--- src/rtl/regfile_2r1w_clr_if.sv ---
// Bus between the decode stage and the register file: one write port,
// two read-address ports, two registered read-data ports, and busy.
//
// Handshake: there is no valid/ready pair on this bus. The master drives
// we/Rw/din/Ra/Rb, and the slave samples them at every posedge. While busy is
// high the slave ignores we/Rw/din and drops them (no queueing), and it returns
// 0 on doutA/doutB. Read data always appears one posedge after its address is
// sampled.
interface regfile_2r1w_clr_if #(
  parameter int DATA_W = 64,
  parameter int ADDR_W = 5
) ();
  logic              we;
  logic [ADDR_W-1:0] Rw;
  logic [DATA_W-1:0] din;
  logic [ADDR_W-1:0] Ra;
  logic [ADDR_W-1:0] Rb;
  logic [DATA_W-1:0] doutA;
  logic [DATA_W-1:0] doutB;
  logic              busy;

  modport master (
    output we, Rw, din, Ra, Rb,
    input  doutA, doutB, busy
  );

  modport slave (
    input  we, Rw, din, Ra, Rb,
    output doutA, doutB, busy
  );
endinterface

--- src/rtl/regfile_2r1w_clr.sv ---
// 2-read/1-write register file with registered reads. Entry 0 can optionally
// be hardwired to zero. Write data can optionally be bypassed to a read of the
// same entry in the same cycle. After reset, a clear sequencer zeroes every
// entry, one entry per clock, before normal operation starts.
module regfile_2r1w_clr #(
  parameter int DATA_W   = 64,
  parameter int ADDR_W   = 5,
  parameter bit ZERO_REG = 1'b1,
  parameter bit BYPASS   = 1'b1
) (
  input  logic                clk,
  input  logic                rst_n,
  regfile_2r1w_clr_if.slave   bus,
  output logic                dbg_state_o   // 0: CLEAR, 1: READY
);

  localparam int DEPTH = 2 ** ADDR_W;
  localparam logic [ADDR_W-1:0] LAST_PTR = {ADDR_W{1'b1}};

  typedef enum logic {
    S_CLEAR = 1'b0,
    S_READY = 1'b1
  } state_e;

  state_e            state_q, state_d;
  logic [ADDR_W-1:0] clr_ptr_q, clr_ptr_d;
  logic [DATA_W-1:0] mem_q [DEPTH];
  logic [DATA_W-1:0] dout_a_q, dout_a_d;
  logic [DATA_W-1:0] dout_b_q, dout_b_d;

  logic              busy;
  logic              wr_ok;
  logic              mem_we;
  logic [ADDR_W-1:0] mem_waddr;
  logic [DATA_W-1:0] mem_wdata;

  // State register: the sequencer restarts at entry 0 on every reset.
  always_ff @(posedge clk or negedge rst_n) begin
    if (!rst_n) begin
      state_q   <= S_CLEAR;
      clr_ptr_q <= '0;
    end else begin
      state_q   <= state_d;
      clr_ptr_q <= clr_ptr_d;
    end
  end

  // Next state: walk clr_ptr to the last entry, then stay in READY until reset.
  always_comb begin
    state_d   = state_q;
    clr_ptr_d = clr_ptr_q;
    if (state_q == S_CLEAR) begin
      clr_ptr_d = clr_ptr_q + 1'b1;
      if (clr_ptr_q == LAST_PTR) begin
        state_d = S_READY;
      end
    end
  end

  // Outputs: busy plus one write port, which the sequencer and the bus share.
  always_comb begin
    busy      = (state_q == S_CLEAR);
    wr_ok     = 1'b0;
    mem_we    = 1'b0;
    mem_waddr = bus.Rw;
    mem_wdata = bus.din;
    if (busy) begin
      mem_we    = 1'b1;
      mem_waddr = clr_ptr_q;
      mem_wdata = '0;
    end else begin
      // Entry 0 silently drops writes when it is hardwired to zero.
      wr_ok  = bus.we & ~(ZERO_REG & (bus.Rw == '0));
      mem_we = wr_ok;
    end
  end

  // Storage array: not reset, because the sequencer zeroes it instead.
  always_ff @(posedge clk) begin
    if (mem_we) begin
      mem_q[mem_waddr] <= mem_wdata;
    end
  end

  // Read-data selection per port: zero register, then bypass, then the array.
  always_comb begin
    dout_a_d = '0;
    dout_b_d = '0;
    if (!busy) begin
      if (ZERO_REG && (bus.Ra == '0)) begin
        dout_a_d = '0;
      end else if (BYPASS && wr_ok && (bus.Rw == bus.Ra)) begin
        dout_a_d = bus.din;
      end else begin
        dout_a_d = mem_q[bus.Ra];
      end
      if (ZERO_REG && (bus.Rb == '0)) begin
        dout_b_d = '0;
      end else if (BYPASS && wr_ok && (bus.Rw == bus.Rb)) begin
        dout_b_d = bus.din;
      end else begin
        dout_b_d = mem_q[bus.Rb];
      end
    end
  end

  // Registered read ports: they clear asynchronously so that reset zeroes them at once.
  always_ff @(posedge clk or negedge rst_n) begin
    if (!rst_n) begin
      dout_a_q <= '0;
      dout_b_q <= '0;
    end else begin
      dout_a_q <= dout_a_d;
      dout_b_q <= dout_b_d;
    end
  end

  assign bus.doutA   = dout_a_q;
  assign bus.doutB   = dout_b_q;
  assign bus.busy    = busy;
  assign dbg_state_o = state_q;

endmodule

--- src/flat_wrapper.sv ---
// flat-port wrapper written by rule: the top's interface ports become plain ports
module regfile_2r1w_clr_flat 
#(
  parameter int DATA_W   = 64,
  parameter int ADDR_W   = 5,
  parameter bit ZERO_REG = 1'b1,
  parameter bit BYPASS   = 1'b1
)
  (clk, rst_n, dbg_state_o, bus_we, bus_Rw, bus_din, bus_Ra, bus_Rb, bus_doutA, bus_doutB, bus_busy);
  regfile_2r1w_clr_if #(.DATA_W(DATA_W), .ADDR_W(ADDR_W)) bus_i ();
  input  logic clk;
  input  logic rst_n;
  output logic dbg_state_o;
  input wire logic [$bits(bus_i.we)-1:0] bus_we;
  input wire logic [$bits(bus_i.Rw)-1:0] bus_Rw;
  input wire logic [$bits(bus_i.din)-1:0] bus_din;
  input wire logic [$bits(bus_i.Ra)-1:0] bus_Ra;
  input wire logic [$bits(bus_i.Rb)-1:0] bus_Rb;
  output wire logic [$bits(bus_i.doutA)-1:0] bus_doutA;
  output wire logic [$bits(bus_i.doutB)-1:0] bus_doutB;
  output wire logic [$bits(bus_i.busy)-1:0] bus_busy;
  assign bus_i.we = bus_we;
  assign bus_i.Rw = bus_Rw;
  assign bus_i.din = bus_din;
  assign bus_i.Ra = bus_Ra;
  assign bus_i.Rb = bus_Rb;
  assign bus_doutA = bus_i.doutA;
  assign bus_doutB = bus_i.doutB;
  assign bus_busy = bus_i.busy;
  regfile_2r1w_clr #(.DATA_W(DATA_W), .ADDR_W(ADDR_W), .ZERO_REG(ZERO_REG), .BYPASS(BYPASS)) u_core (.clk(clk), .rst_n(rst_n), .bus(bus_i), .dbg_state_o(dbg_state_o));
endmodule
--- config.mk ---
export PLATFORM = sky130hd
export DESIGN_NAME = regfile_2r1w_clr_flat
export DESIGN_NICKNAME = d
export VERILOG_FILES = /design/src/rtl/regfile_2r1w_clr_if.sv /design/src/rtl/regfile_2r1w_clr.sv /design/src/flat_wrapper.sv
export SDC_FILE = /design/constraint.sdc
export NUM_CORES = 2
export LEC_CHECK = 0
export BUFFER_PORTS_ARGS = -buffer_cell sky130_fd_sc_hd__buf_2
export CORE_MARGIN = 2
export CORE_UTILIZATION = 30
export CTS_CLUSTER_SIZE = 28
export DETAILED_ROUTE_END_ITERATION = 10
export PLACE_DENSITY = 0.49
export RECOVER_POWER = 100
export SYNTH_ARGS = -nofsm -noshare
export SYNTH_HDL_FRONTEND = slang
export SYNTH_SLANG_ARGS = --single-unit
--- constraint.sdc ---
create_clock -name clk -period 6 [get_ports clk]
set_clock_uncertainty 0.1 [all_clocks]
set_input_delay 0.9 -clock clk [delete_from_list [all_inputs] [get_ports clk]]
set_output_delay 0.9 -clock clk [all_outputs]
set_load 0.01 [all_outputs]
==> flow_summary.toml <==
[run_status]
outcome = "finished with violations"
violations = "max-capacitance violations, max-slew violations"

[global_routing]
grt_pass1_vias = 60630
antenna_found_initial = 21
grt_pass1_wl_mm = 495.9
grt_max_degree = 110
grt_overflow = 0
grtUsageTotal = 0.2089

[yosys]
async_flop_share = 0.06141
synthCells = 5232
avgSynthCellArea_um2 = 19.04
ys.flop_type = "edfxtp_1"
syn_nets = 5316
synth_top_area_share = 0.6175
yosysTopAreaCell = "edfxtp_1"
yosysMostFrequentCell = "edfxtp_1"
synth_edf_count = 2048
syn_area_um2 = 99600
ys_warn_count = 0
synth.distinct_cells = 55
synth_commonest_cells = "2048 x edfxtp_1, 777 x mux4_2, 562 x mux2i_1"
ys_seq_elements = 2182
synth-seq-area-share = 0.6511
synth.area.top_cells = "edfxtp_1 62%, mux4_2 18%, mux2i_1 5.6%"

[hold_path]
hp-start = "bus_din[18]"
hold-path-endpoint = "u_core.bus.doutB[18]"
worstHoldPathCells = 2
min_path_type = "in2reg"

[clocking]
clk_pin_slew_ns = 0.06
cts_buffers = 229
clk_latency_ns = 0.90
cts_root_buf = "clkbuf_16"
ctsResizeCount = 0
cts.sinks = 2182
htree_levels = 4
cts_buffer_depth = 4
cts_tree = "built"

[floorplan]
die_area_um2 = 336600
die_w_um = 580.2
fp.dieH_um = 580.2
num_rows = 211
io_pins = 212
initial_core_util = 0.3016
core_um2 = 330300

[drt]
num_vias = 59200
drcViolationCount = 0
wl_mm = 361.0
drt-initial-drc-count = 6887
vias_per_cell = 5.926
ant_nets = 0
first_pass_iters = 6
routedWlPerCell_um = 36.14

[pwr]
worst_ir_drop_vdd_mv = 0.2486
p_per_area_nw_per_um2 = 298.9
p_leak_nw = 36.00
power_mw = 33.82

[timing]
worst_hold_slack_ns = 0.1495
period_minus_slack_ns = 5.021
fin_crit_sh = 0.8369
finalWorstSetupSlack_ns = 0.9788
final_hold_viol_count = 0
setup-tns-final_ns = 0
relSlewSlack = -1.196
slew_violations = 2674
fmax_ghz = 0.1992
rsz0062_at_grt = "no"
tightest_slew_ns = 3.294
setup_viol = 0

[worst_setup_path]
crit_path_end_kind = "flip-flop"
startpoint_type = "flip-flop"
critPathKind = "reg2reg"
reg2reg_slack_ns = 0.98
required_ns = 6.69
rr_endpoint = "u_core.bus.doutB[1]"
cp_max_fo = 46
worstSetupStartpoint = "u_core.dbg_state_o"
ff2ff_path_depth = 6
arrival_ns = 5.71
timing.rr.start = "u_core.dbg_state_o"

[place]
post_dp_cell_area_um2 = 106500
dp_hpwl_mm = 203.2
gp_congestion = 0.7846
place_ws_ns = 1.767
place_inst = 9552
numPortBuffers = 211

[final_layout]
instances_no_fill = 9989
fin_util = 0.3425
final_area_um2 = 113100
layout-drive-gt1-share = 0.2539
area_growth_pct = 13.59
final_nets = 5502

[flow_run]
maxCapViolations = 94
worst max-delay path: stages, from the launching register on:
cell	delay [ns]
dfrtp_4	0.79
inv_1	0.43
nor3_1	0.16
o31ai_4	0.09
clkbuf_1	2.27
a21oi_1	0.58
a211o_1	0.45
final cells by class:
class                   instances  area (µm²)
flip-flops and latches       2182       64860
repair buffers                400        2780
well taps                    4366        5463
clock inverters                89       750.7
diodes                         14       35.03
fillers                     31030      217100
multi-input cells            2598       32800
clock buffers                 333        6406
inverters                       7       43.79
cell families after synthesis:
logic type      after synthesis  share of synthesized area
flops                      2182                     0.6511
mux                        1341                     0.2324
compound gates             1027                    0.08183
buf+inv                     452                    0.02182
simple gates                215                    0.01141
xor+xnor                     13                   0.001143
fa+ha+maj                     2                  0.0002512
layout by cell type (no fill, tap or decap), types with 72 or more instances in the layout:
master | netlist | layout
dfrtp_1 | 134 | 133
edfxtp_1 | 2048 | 2048
mux2i_1 | 562 | 562
clkbuf_1 | 223 | 249
a221oi_1 | 246 | 246
buf_4 | 27 | 75
buf_2 | 132 | 72
a22oi_1 | 252 | 252
mux4_2 | 777 | 777
clkbuf_16 | 0 | 233
a211oi_1 | 73 | 73
per-layer routing:
layer | track usage | vias to the layer above | share of wire
met5 | 0 | - | 0
met4 | 0.07121 | 0 | 0.034
met3 | 0.03231 | 629 | 0.073
met2 | 0.3433 | 2931 | 0.48
met1 | 0.2813 | 32410 | 0.41
li1 | - | 23230 | -
where the power goes:
part           switching (mW)  total [mW]  internal, mW
logic                    1.89        2.91          1.02
clock network            6.08        13.9          7.84
registers               0.162        17.0          16.8
total                    8.14        33.8          25.7
registers in the layout, indices dropped and copies added (netlist names):
signal              count
u_core.mem_q         2048
u_core.bus.doutA       64
u_core.bus.doutB       64
u_core.dbg_state_o      1
u_core.clr_ptr_q        5
worst max-delay path by stage:
stage               cells after the start                    to  slack (ns)
finish                                  6   u_core.bus.doutB[1]        0.98
global route                            4  u_core.mem_q[23][26]        0.91
CTS                                     2           dbg_state_o        1.74
detailed placement                      7  u_core.bus.doutB[18]        1.77
global placement                        7  u_core.bus.doutB[18]        1.78
floorplan                               4    u_core.mem_q[0][0]        1.04
repair_timing:
| item | 4_1_cts | 5_1_grt |
|---|---|---|
| hold buffers | 1 | 0 |
| buffers inserted | 0 | 0 |
| hold endpoints to repair | 44 | 0 |
Note: power is estimated with default switching activity, not from simulation.
